`src/rtl/alu_cmd_sequencer_if.sv`:
```
// Command, ALU-drive and response signals of the ALU command sequencer.
// master is the sequencer's view; slave is the MCU/ALU side.
interface alu_cmd_sequencer_if #(
    parameter int DATA_WIDTH   = 8,
    parameter int OP_WIDTH     = 4,
    parameter int REPEAT_WIDTH = 4
);
    logic                    CMD_VALID;
    logic                    CMD_READY;
    logic [DATA_WIDTH-1:0]   CMD_A;
    logic [DATA_WIDTH-1:0]   CMD_B;
    logic [OP_WIDTH-1:0]     CMD_OP;
    logic [REPEAT_WIDTH-1:0] CMD_REPEAT;

    logic [DATA_WIDTH-1:0]   ALU_IN_A;
    logic [DATA_WIDTH-1:0]   ALU_IN_B;
    logic [OP_WIDTH-1:0]     ALU_OP_CODE;
    logic [DATA_WIDTH-1:0]   ALU_RESULT;

    logic                    RSP_VALID;
    logic                    RSP_READY;
    logic [DATA_WIDTH-1:0]   RSP_DATA;
    logic                    BUSY;

    modport master (
        input  CMD_VALID, CMD_A, CMD_B, CMD_OP, CMD_REPEAT, ALU_RESULT, RSP_READY,
        output CMD_READY, ALU_IN_A, ALU_IN_B, ALU_OP_CODE, RSP_VALID, RSP_DATA, BUSY
    );

    modport slave (
        output CMD_VALID, CMD_A, CMD_B, CMD_OP, CMD_REPEAT, ALU_RESULT, RSP_READY,
        input  CMD_READY, ALU_IN_A, ALU_IN_B, ALU_OP_CODE, RSP_VALID, RSP_DATA, BUSY
    );
endinterface

```
`src/rtl/alu_cmd_sequencer.sv`:
```
// Issues one command (with optional repeats) to a 1-cycle-registered ALU,
// feeding each result back as the next A operand, and returns the final value.
module alu_cmd_sequencer #(
    parameter int DATA_WIDTH   = 8,
    parameter int OP_WIDTH     = 4,
    parameter int REPEAT_WIDTH = 4
) (
    input  logic                 CLK,
    input  logic                 RESET,
    alu_cmd_sequencer_if.master  bus
);

    typedef enum logic [1:0] {
        IDLE,
        ISSUE,
        CAPTURE,
        RESP
    } state_t;

    state_t                  state;
    logic [REPEAT_WIDTH-1:0] iter_cnt;
    logic [DATA_WIDTH-1:0]   alu_a_q;
    logic [DATA_WIDTH-1:0]   alu_b_q;
    logic [OP_WIDTH-1:0]     alu_op_q;
    logic [DATA_WIDTH-1:0]   rsp_data_q;
    logic                    rsp_valid_q;

    always_ff @(posedge CLK) begin
        if (RESET) begin
            state       <= IDLE;
            iter_cnt    <= '0;
            alu_a_q     <= '0;
            alu_b_q     <= '0;
            alu_op_q    <= '1;
            rsp_data_q  <= '0;
            rsp_valid_q <= 1'b0;
        end else begin
            unique case (state)
                IDLE: begin
                    if (bus.CMD_VALID) begin
                        alu_a_q  <= bus.CMD_A;
                        alu_b_q  <= bus.CMD_B;
                        alu_op_q <= bus.CMD_OP;
                        iter_cnt <= bus.CMD_REPEAT;
                        state    <= ISSUE;
                    end
                end
                // The ALU registers its result on the edge that leaves ISSUE.
                ISSUE: state <= CAPTURE;
                CAPTURE: begin
                    if (iter_cnt == '0) begin
                        rsp_data_q  <= bus.ALU_RESULT;
                        rsp_valid_q <= 1'b1;
                        state       <= RESP;
                    end else begin
                        alu_a_q  <= bus.ALU_RESULT;
                        iter_cnt <= iter_cnt - 1'b1;
                        state    <= ISSUE;
                    end
                end
                RESP: begin
                    if (bus.RSP_READY) begin
                        rsp_valid_q <= 1'b0;
                        state       <= IDLE;
                    end
                end
                default: state <= IDLE;
            endcase
        end
    end

    assign bus.CMD_READY   = (state == IDLE);
    assign bus.BUSY        = (state != IDLE);
    assign bus.ALU_IN_A    = alu_a_q;
    assign bus.ALU_IN_B    = alu_b_q;
    assign bus.ALU_OP_CODE = alu_op_q;
    assign bus.RSP_VALID   = rsp_valid_q;
    assign bus.RSP_DATA    = rsp_data_q;

endmodule

```
`src/flat_wrapper.sv`:
```
// flat-port wrapper written by rule: the top's interface ports become plain ports
module alu_cmd_sequencer_flat 
#(
    parameter int DATA_WIDTH   = 8,
    parameter int OP_WIDTH     = 4,
    parameter int REPEAT_WIDTH = 4
)
  (CLK, RESET, bus_CMD_VALID, bus_CMD_A, bus_CMD_B, bus_CMD_OP, bus_CMD_REPEAT, bus_ALU_RESULT, bus_RSP_READY, bus_CMD_READY, bus_ALU_IN_A, bus_ALU_IN_B, bus_ALU_OP_CODE, bus_RSP_VALID, bus_RSP_DATA, bus_BUSY);
  alu_cmd_sequencer_if #(.DATA_WIDTH(DATA_WIDTH), .OP_WIDTH(OP_WIDTH), .REPEAT_WIDTH(REPEAT_WIDTH)) bus_i ();
  input  logic CLK;
  input  logic RESET;
  input wire logic [$bits(bus_i.CMD_VALID)-1:0] bus_CMD_VALID;
  input wire logic [$bits(bus_i.CMD_A)-1:0] bus_CMD_A;
  input wire logic [$bits(bus_i.CMD_B)-1:0] bus_CMD_B;
  input wire logic [$bits(bus_i.CMD_OP)-1:0] bus_CMD_OP;
  input wire logic [$bits(bus_i.CMD_REPEAT)-1:0] bus_CMD_REPEAT;
  input wire logic [$bits(bus_i.ALU_RESULT)-1:0] bus_ALU_RESULT;
  input wire logic [$bits(bus_i.RSP_READY)-1:0] bus_RSP_READY;
  output wire logic [$bits(bus_i.CMD_READY)-1:0] bus_CMD_READY;
  output wire logic [$bits(bus_i.ALU_IN_A)-1:0] bus_ALU_IN_A;
  output wire logic [$bits(bus_i.ALU_IN_B)-1:0] bus_ALU_IN_B;
  output wire logic [$bits(bus_i.ALU_OP_CODE)-1:0] bus_ALU_OP_CODE;
  output wire logic [$bits(bus_i.RSP_VALID)-1:0] bus_RSP_VALID;
  output wire logic [$bits(bus_i.RSP_DATA)-1:0] bus_RSP_DATA;
  output wire logic [$bits(bus_i.BUSY)-1:0] bus_BUSY;
  assign bus_i.CMD_VALID = bus_CMD_VALID;
  assign bus_i.CMD_A = bus_CMD_A;
  assign bus_i.CMD_B = bus_CMD_B;
  assign bus_i.CMD_OP = bus_CMD_OP;
  assign bus_i.CMD_REPEAT = bus_CMD_REPEAT;
  assign bus_i.ALU_RESULT = bus_ALU_RESULT;
  assign bus_i.RSP_READY = bus_RSP_READY;
  assign bus_CMD_READY = bus_i.CMD_READY;
  assign bus_ALU_IN_A = bus_i.ALU_IN_A;
  assign bus_ALU_IN_B = bus_i.ALU_IN_B;
  assign bus_ALU_OP_CODE = bus_i.ALU_OP_CODE;
  assign bus_RSP_VALID = bus_i.RSP_VALID;
  assign bus_RSP_DATA = bus_i.RSP_DATA;
  assign bus_BUSY = bus_i.BUSY;
  alu_cmd_sequencer #(.DATA_WIDTH(DATA_WIDTH), .OP_WIDTH(OP_WIDTH), .REPEAT_WIDTH(REPEAT_WIDTH)) u_core (.CLK(CLK), .RESET(RESET), .bus(bus_i));
endmodule
```
`config.mk`:
```
export PLATFORM = sky130hd
export DESIGN_NAME = alu_cmd_sequencer_flat
export DESIGN_NICKNAME = d
export VERILOG_FILES = /design/src/rtl/alu_cmd_sequencer_if.sv /design/src/rtl/alu_cmd_sequencer.sv /design/src/flat_wrapper.sv
export SDC_FILE = /design/constraint.sdc
export NUM_CORES = 1
export LEC_CHECK = 0
export BUFFER_PORTS_ARGS = -buffer_cell sky130_fd_sc_hd__buf_2
export CORE_MARGIN = 2
export CORE_UTILIZATION = 40
export DETAILED_ROUTE_END_ITERATION = 8
export HOLD_SLACK_MARGIN = 0.05
export PLACE_DENSITY = 0.71
export SKIP_CTS_REPAIR_TIMING = 1
export SLEW_MARGIN = 10
export SYNTH_ARGS = -nofsm -noshare
export SYNTH_HDL_FRONTEND = slang
export SYNTH_SLANG_ARGS = --single-unit
```
`constraint.sdc`:
```
create_clock -name CLK -period 4.3 [get_ports CLK]
set_clock_uncertainty 0.2 [all_clocks]
set_input_delay 0.43 -clock CLK [delete_from_list [all_inputs] [get_ports CLK]]
set_output_delay 0.43 -clock CLK [all_outputs]
set_load 0.03 [all_outputs]
```
After elaboration in Yosys (flattened, before gate mapping). Index checks and enable logic that the tools add are counted.

Bits in registers: 35. Input port bits: 36. Output and inout port bits: 31.

$add $sub $neg: 1. Eq/ne operators: 7. Muxes and demuxes: 13. Reduce and logical (&&, ||, !) cells: 10.

Operators with widths (count): $mux W8 (2); $pmux W8 S2 (1); $mux W4 (2); $pmux W2 S4 (1); $pmux W4 S2 (1); $mux W2 (3); $ne A2 B2 Y1 const B (3); $reduce_and A2 Y1 (3); $reduce_and A3 Y1 (2); $reduce_bool A2 Y1 (3); $eq A2 B2 Y1 const B (2); $logic_not A4 Y1 (1); $sub A4 B1 Y4 const B (1); $eq A2 B1 Y1 const B (1); $logic_not A2 Y1 (1); $mux W1 (2); $ne A2 B1 Y1 const B (1); $pmux W1 S2 (1).

Longest topological paths before layout. Gate-level depths: netlist (run 1).

Depth after elaboration: 3. Gate-level depth with buffers: 6.

Least setup slack after synthesis (run 1). Ideal clock, no wire load.

Kind: register to output. From: reg u_core.state[1]. To: out bus_CMD_READY. Data arrival time: 1071 ps. Required time: 3670 ps. Slack: 2599 ps. Cell stages (with the launch flop): 4. Path through: dfxtp_1 > buf_6 > or2_2 > inv_1.

Cells in the longest elaborated chain, start to end: 1.

RTL lines: from (decl) (line alu_cmd_sequencer.sv:20) `state_t state;`; from (signal assigned) (line alu_cmd_sequencer.sv:30) `state <= IDLE;`; from (signal assigned) (line alu_cmd_sequencer.sv:45) `state <= ISSUE;`; from (signal assigned) (line alu_cmd_sequencer.sv:49) `ISSUE: state <= CAPTURE;`; $logic_not A2 Y1 (line alu_cmd_sequencer.sv:72) `assign bus.CMD_READY = (state == IDLE);`; to (decl) (line flat_wrapper.sv:19) `output wire logic [$bits(bus_i.CMD_READY)-1:0] bus_CMD_READY;`.

No other way between the ends.

Final worst setup path (run 1).
From: reg u_core.iter_cnt[0]. To: reg u_core.rsp_data_q[0] (netlist: u_core.bus.RSP_DATA[0]).

Cells in the longest elaborated chain, start to end: 2.

RTL lines: from (decl) (line alu_cmd_sequencer.sv:21) `logic [REPEAT_WIDTH-1:0] iter_cnt;`; from (signal assigned) (line alu_cmd_sequencer.sv:44) `iter_cnt <= bus.CMD_REPEAT;`; from (signal assigned) (line alu_cmd_sequencer.sv:57) `iter_cnt <= iter_cnt - 1'b1;`; $logic_not A4 Y1 (line alu_cmd_sequencer.sv:51) `if (iter_cnt == '0) begin`; $reduce_and A2 Y1 (no source line); to (signal assigned) (line alu_cmd_sequencer.sv:52) `rsp_data_q <= bus.ALU_RESULT;`; to (decl) (line alu_cmd_sequencer.sv:25) `logic [DATA_WIDTH-1:0] rsp_data_q;`.

No other way between the ends. A chain may end at the register's enable or synchronous reset.

==> results of run 1 <==
[per-stage QoR]
step           instances  power [uW]  hold slack, ps
6_report             294       827.3           154.0
4_1_cts              294       835.8           148.6
3_3_place_gp         286       573.6           241.0
5_1_grt              294       871.3           160.6
3_5_place_dp         286       574.1           245.2
2_1_floorplan        187       521.3           276.4
[cell families after synthesis]
kind of cell	synth area share (%)
compound gates	22.90
fa+ha+maj	0.7867
buf+inv	6.924
flops	44.06
simple gates	25.33
[worst min-delay path: cells and delay by family]
family	cells	cell delay (ps)
buffers and inverters	1	70
and+or+nand+nor	2	100
[flip-flops by register name (all words and copies together), names as in the netlist]
name / cells
u_core.bus.ALU_IN_A: 8
u_core.bus.ALU_IN_B: 8
u_core.bus.RSP_DATA: 8
u_core.bus.ALU_OP_CODE: 4
u_core.iter_cnt: 4
u_core.state: 2
u_core.bus.RSP_VALID: 1
[cell type report]
class	instances	share of cell area (%)
well taps	48	3.013
clock buffers	7	4.834
multi-input cells	133	39.11
inverters	3	0.5650
flip-flops and latches	35	35.15
repair buffers	67	16.95
clock inverters	1	0.3766
[power by group]
group          internal (uW)  leakage, uW  total, uW  switching, uW
Combinational           70.0     0.000538        192            122
Sequential               352     0.000288        374           22.6
Clock                    146    0.0000505        261            115
[worst min-delay path by stage]
stage,to,startpoint,cells past startpoint,slack [ps]
floorplan,u_core.iter_cnt[1],u_core.iter_cnt[1],2,280
global placement,u_core.bus.ALU_IN_B[6],u_core.bus.ALU_IN_B[6],2,240
detailed placement,u_core.bus.ALU_IN_B[4],u_core.bus.ALU_IN_B[4],2,250
CTS,u_core.bus.ALU_OP_CODE[1],bus_CMD_OP[1],3,150
global route,u_core.bus.ALU_OP_CODE[0],bus_CMD_OP[0],3,160
finish,u_core.bus.ALU_OP_CODE[1],bus_CMD_OP[1],3,150
[placed cells by master (no fill, tap or decap), types with 2 or more instances in the layout]
cell type                  count
sky130_fd_sc_hd__nand2_1      45
sky130_fd_sc_hd__buf_2        66
sky130_fd_sc_hd__inv_1         3
sky130_fd_sc_hd__nand2b_1      3
sky130_fd_sc_hd__clkbuf_8      7
sky130_fd_sc_hd__nor2_1        2
sky130_fd_sc_hd__a21oi_1      30
sky130_fd_sc_hd__dfxtp_1      35
sky130_fd_sc_hd__o21ai_0       9
sky130_fd_sc_hd__a311oi_1      8
sky130_fd_sc_hd__nand3b_1     14
[routing by layer]
metal / vias to the layer above / track usage [%]
li1: 777 / -
met1: 667 / 23.58
met2: 64 / 28.59
met3: 6 / 6.081
met4: 0 / 5.357
met5: - / 0
==> insert_results.sql, run 1 <==
INSERT INTO impl_metrics (metric_group, metric, value, unit) VALUES
('outcome', 'run_status', 'finished, final reports clean', ''),
('yosys', 'area_share_of_the_largest_cell_type_after_synthesis', '44.06', '%'),
('routing', 'vias_per_cell', '5.150', ''),
('critical_path', 'timing.critical_path.slowest_cell_delay', '600', 'ps'),
('floorplanning', 'chipHeight', '67.06', 'um'),
('power', 'power.leakage', '0.0008766', 'uW'),
('yosys', 'postSynthCellCount', '187', ''),
('yosys', 'synth_cell_type_count', '35', ''),
('routing', 'drt_wl_total', '3.836', 'mm'),
('critical_path', 'worst-r2r-cell-count', '5', ''),
('job', 'cap_violations', '0', ''),
('placement', 'setup_ws_pre_cts', '2203', 'ps'),
('placement', 'globalplace.congestion', '0.8169', ''),
('floorplanning', 'core_area', '0.003744', 'mm2'),
('timing', 'fmax', '475.8', 'MHz'),
('floorplanning', 'fp.dieW', '67.06', 'um'),
('critical_path', 'critical_path.reg2reg.startpoint', 'u_core.iter_cnt[0]', ''),
('cts', 'clock_insertion_delay_worst_skew', '280', 'ps'),
('timing', 'final-max-slew-violation-count', '0', ''),
('routing', 'detail_route.wl_per_cell', '13.05', 'um'),
('critical_path', 'cp-start-kind', 'flip-flop', ''),
('routing', 'top_layer_used', 'met4', ''),
('cts', 'clockBufferDepth', '2', ''),
('floorplanning', 'initial_core_util', '42.48', '%'),
('cts', 'cts_root_buf', 'sky130_fd_sc_hd__clkbuf_8', ''),
('critical_path', 'worst-setup-path-type', 'reg -> reg', ''),
('yosys', 'seq_area_frac_synth', '44.06', '%'),
('critical_path', 'crit_path_start', 'u_core.iter_cnt[0]', ''),
('critical_path', 'r2r-end', 'u_core.bus.RSP_DATA[0]', ''),
('routing', 'wl_met2', '1.611', 'mm'),
('timing', 'shortest_period_the_worst_path_allows', '2102', 'ps'),
('routing', 'wire_length_the_detailed_router_placed_on_met1', '1.834', 'mm'),
('yosys', 'post_synth.cell_area_avg', '8.504', 'um2'),
('routing', 'drt_first_pass_iters', '4', ''),
('global_routing', 'grt_max_degree', '38', ''),
('yosys', 'synthesis.nets', '224', ''),
('yosys', 'synth_edf_count', '0', ''),
('finish', 'insertedDiodeCount', '0', ''),
('routing', 'wl_met3', '351', 'um'),
('timing', 'finalHoldViolCount', '0', ''),
('floorplanning', 'fp-row-count', '22', ''),
('yosys', 'yosys-top-cells-area', 'sky130_fd_sc_hd__dfxtp_1 (44%), sky130_fd_sc_hd__nand2_1 (11%), sky130_fd_sc_hd__a21oi_1 (9.4%), sky130_fd_sc_hd__nand3b_1 (6.6%), sky130_fd_sc_hd__a311oi_1 (4.4%)', ''),
('finish', 'post_route_design_area', '0.001993', 'mm2'),
('yosys', 'yosys.cell_count.top_type', 'sky130_fd_sc_hd__nand2_1', ''),
('global_routing', 'grt_antenna_before_repair', '0', ''),
('finish', 'area.growth.synth_to_final', '25.33', '%'),
('cts', 'numCtsBuffers', '5', ''),
('critical_path', 'cell_type_of_the_slowest_stage_on_the_worst_timing_path', 'sky130_fd_sc_hd__nand4bb_1', ''),
('yosys', 'synth-seq-cells', '35', ''),
('critical_path', 'worst-path-buf-inv', '1', ''),
('critical_path', 'critPathTopFamily', 'simple AND/OR/NAND/NOR gates', ''),
('global_routing', 'first_global_vias', '1400', ''),
('floorplanning', 'i_o_pin_total', '67', ''),
('cts', 'cts_tree', 'built', ''),
('yosys', 'synth_warnings', '0', ''),
('yosys', 'async_flop_share', '0', '%'),
('finish', 'layout.nets', '282', ''),
('worst_hold_path', 'min_path_type', 'in -> reg', ''),
('timing', 'share_of_the_clock_period_used_by_the_worst_path', '48.88', '%'),
('timing', 'setup_violations', '0', ''),
('critical_path', 'timing.critical_path.arrival', '2050', 'ps'),
('yosys', 'synth_top_flop_cell', 'sky130_fd_sc_hd__dfxtp_1', ''),
('finish', 'final-seq-area', '700.7', 'um2'),
('finish', 'layout-drive-gt1-share', '33.33', '%'),
('power', 'vdd_drop_max', '0.1861', 'mV'),
('timing', 'final.setup.tns', '0', 'ps'),
('critical_path', 'cp.required', '4240', 'ps'),
('global_routing', 'gr-usage-all-layers', '18.23', '%'),
('placement', 'dp.final_hpwl', '2.672', 'mm'),
('routing', 'drc', '0', ''),
('placement', 'place_area', '0.001889', 'mm2');
No activity file was read; power rests on OpenSTA's default activity.
==> run 2, diff against run 1 <==
--- a/config.mk
+++ b/config.mk
@@ -10,7 +10,7 @@
 export CORE_UTILIZATION = 40
 export DETAILED_ROUTE_END_ITERATION = 8
 export HOLD_SLACK_MARGIN = 0.05
-export PLACE_DENSITY = 0.71
+export PLACE_DENSITY = 0.73
 export SKIP_CTS_REPAIR_TIMING = 1
 export SLEW_MARGIN = 10
 export SYNTH_ARGS = -nofsm -noshare
==> constraint.sdc (replaced) <==
create_clock -name CLK -period 1.9 [get_ports CLK]
set_clock_uncertainty 0.2 [all_clocks]
set_input_delay 0.19 -clock CLK [delete_from_list [all_inputs] [get_ports CLK]]
set_output_delay 0.19 -clock CLK [all_outputs]
set_load 0.03 [all_outputs]
==> insert_results.sql, run 2 (same netlist as run 1, synthesis figures left out) <==
INSERT INTO impl_metrics (metric_group, metric, value, unit) VALUES
('critical_path', 'critical_path.max_fanout', '7', ''),
('floorplanning', 'fp-row-count', '22', ''),
('critical_path', 'cp.required', '1900', 'ps'),
('power', 'internal_power_summed_over_all_cells', '1400', 'uW'),
('job', 'cap_violations', '0', ''),
('power', 'netSwitchingPower', '619.6', 'uW'),
('critical_path', 'worst-path-buf-inv', '2', ''),
('finish', 'insertedDiodeCount', '0', ''),
('power', 'power.leakage', '0.001048', 'uW'),
('global_routing', 'grt_first_pass_wirelength', '6.382', 'mm'),
('cts', 'clock_slew_at_reported_path_ffs', '70', 'ps'),
('cts', 'cts_tree', 'built', ''),
('placement', 'dp_cells', '294', ''),
('worst_hold_path', 'min_path_type', 'in -> reg', ''),
('outcome', 'run_status', 'finished, final reports clean', ''),
('critical_path', 'timing.critical_path.to_type', 'flip-flop', ''),
('timing', 'final.setup.tns', '0', 'ps'),
('global_routing', 'globalRouteOverflowTotal', '0', ''),
('cts', 'numCtsBuffers', '5', ''),
('timing', 'share_of_the_clock_period_used_by_the_worst_path', '93.02', '%'),
('global_routing', 'grt_max_degree', '24', ''),
('finish', 'final_cell_mix', 'sky130_fd_sc_hd__buf_2 (66), sky130_fd_sc_hd__nand2_1 (45), sky130_fd_sc_hd__dfxtp_1 (35)', ''),
('floorplanning', 'die_area', '0.004496', 'mm2'),
('routing', 'drc', '0', ''),
('power', 'power.density_cell_area', '854.9', 'mW/mm2'),
('critical_path', 'worst-setup-path-type', 'reg -> reg', ''),
('floorplanning', 'core_area', '0.003744', 'mm2'),
('power', 'clock_power_share', '33.0', '%'),
('routing', 'detail_route.wl_per_cell', '13.63', 'um'),
('placement', 'place.port_buffers', '66', ''),
('cts', 'clockBufferDepth', '2', ''),
('finish', 'layout.cells.non_filler', '332', ''),
('routing', 'vias_per_cell', '5.057', ''),
('cts', 'cts_root_buf', 'sky130_fd_sc_hd__clkbuf_8', ''),
('power', 'vdd_drop_max', '0.4444', 'mV'),
('power', 'seqPwrFrac', '41.8', '%'),
('timing', 'finalHoldViolCount', '0', ''),
('timing', 'shortest_period_the_worst_path_allows', '1767', 'ps'),
('finish', 'area.growth.synth_to_final', '48.54', '%'),
('power', 'sw_frac_of_total', '30.68', '%'),
('finish', 'finalCoreUtilization', '63.10', '%'),
('timing', 'setup_repair_after_global_routing_missed_its_margin', 'false', ''),
('finish', 'layout-drive-gt1-share', '31.69', '%'),
('critical_path', 'crit_path_cell_trace', 'inv_1, ha_1, nor4bb_1, buf_4, a21oi_1, o32ai_1', ''),
('routing', 'drt_first_pass_iters', '4', ''),
('cts', 'ctsHtreeMaxLevel', '2', ''),
('critical_path', 'timing.critical_path.slowest_cell_delay', '380', 'ps'),
('critical_path', 'critPathTopFamily', 'simple AND/OR/NAND/NOR gates', ''),
('finish', 'layout.nets', '320', ''),
('critical_path', 'timing.critical_path.arrival', '1770', 'ps'),
('floorplanning', 'fp.dieW', '67.06', 'um'),
('timing', 'fmax', '565.8', 'MHz'),
('timing', 'final-max-slew-violation-count', '0', ''),
('floorplanning', 'chipHeight', '67.06', 'um'),
('timing', 'max_slew_margin', '71.07', '%'),
('routing', 'drt_wl_total', '4.524', 'mm'),
('routing', 'route.vias.total', '1679', ''),
('placement', 'dp.final_hpwl', '2.913', 'mm'),
('critical_path', 'cp-start-kind', 'flip-flop', ''),
('timing', 'setup_violations', '0', ''),
('finish', 'layout_commonest_cell', 'sky130_fd_sc_hd__buf_2', ''),
('global_routing', 'gr-usage-all-layers', '18.81', '%'),
('routing', 'drt_iter0_drc', '62', ''),
('power', 'power.share.combinational', '25.2', '%'),
('cts', 'tritoncts_num_sinks', '35', ''),
('critical_path', 'cell_type_of_the_slowest_stage_on_the_worst_timing_path', 'sky130_fd_sc_hd__nor4bb_1', ''),
('floorplanning', 'i_o_pin_total', '67', ''),
('global_routing', 'first_global_vias', '1396', ''),
('global_routing', 'grt_antenna_before_repair', '0', ''),
('timing', 'worst-slew-pin-transition', '434.0', 'ps'),
('floorplanning', 'initial_core_util', '42.48', '%'),
('routing', 'antenna_violating_nets_post_route', '0', ''),
('cts', 'clock_insertion_delay_worst_skew', '280', 'ps'),
('placement', 'globalplace.congestion', '0.8319', '');
[run 2: cell types whose count changed in the layout (fill, tap and decap cells not counted)]
| cell | previous run | this run |
|---|---|---|
| sky130_fd_sc_hd__clkbuf_8 | 7 | 5 |
| sky130_fd_sc_hd__dlygate4sd3_1 | 0 | 30 |
| sky130_fd_sc_hd__clkinv_4 | 0 | 1 |
| sky130_fd_sc_hd__clkinv_2 | 0 | 1 |
| sky130_fd_sc_hd__buf_4 | 1 | 9 |
| sky130_fd_sc_hd__clkinvlp_4 | 1 | 0 |
| sky130_fd_sc_hd__bufinv_16 | 0 | 1 |
[run 2: final cells by class]
type                            count  area (um2)
Tap cell                           48       60.06
Multi-Input combinational cell    133       779.5
Inverter                            3       11.26
Fill cell                         338        1381
Timing Repair Buffer              105       698.2
Sequential cell                    35       700.7
Clock inverter                      3       43.79
Clock buffer                        5       68.82
[run 2: worst min-delay path: stages]
cell and delay, ps:
sky130_fd_sc_hd__buf_2 100, sky130_fd_sc_hd__a21oi_1 120, sky130_fd_sc_hd__o32ai_1 80
[run 2: path summary, 6_finish.rpt]
check	slack, ps	startpoint	endpoint	depth (start not counted)
setup / recovery	130	u_core.iter_cnt[0]	u_core.iter_cnt[2]	6
hold reg to reg	250	u_core.bus.RSP_VALID	u_core.bus.RSP_VALID	2
setup reg to reg	130	u_core.iter_cnt[0]	u_core.iter_cnt[2]	6
hold / removal	50	bus_CMD_REPEAT[2]	u_core.iter_cnt[2]	3
[run 2: metal layers]
layer  global-route usage [%]  vias up  part of all wire, %
li1                         -      848                    -
met1                    23.43      761                   43
met2                    30.69       61                   49
met3                    4.899        9                  5.9
met4                    7.398        0                  1.6
met5                        0        -                    0
[run 2: through the flow]
stage	hold slack, ps	setup WS [ps]	instance area [um2]	power [uW]
detailed placement	204.7	143.4	1949	1319
global route	54.44	18.00	2362	2118
global placement	197.7	206.3	1949	1314
finish	52.91	132.7	2362	2020
CTS	-99.00	126.1	2062	1983
floorplan	114.2	354.4	1590	1180
[run 2: power groups by stage]
stage	logic (uW)	clock network [uW]	registers (uW)
6_report	510	666	843
3_5_place_dp	460	0	859
5_1_grt	553	715	851
3_3_place_gp	456	0	858
4_1_cts	461	679	843
2_1_floorplan	237	0	943
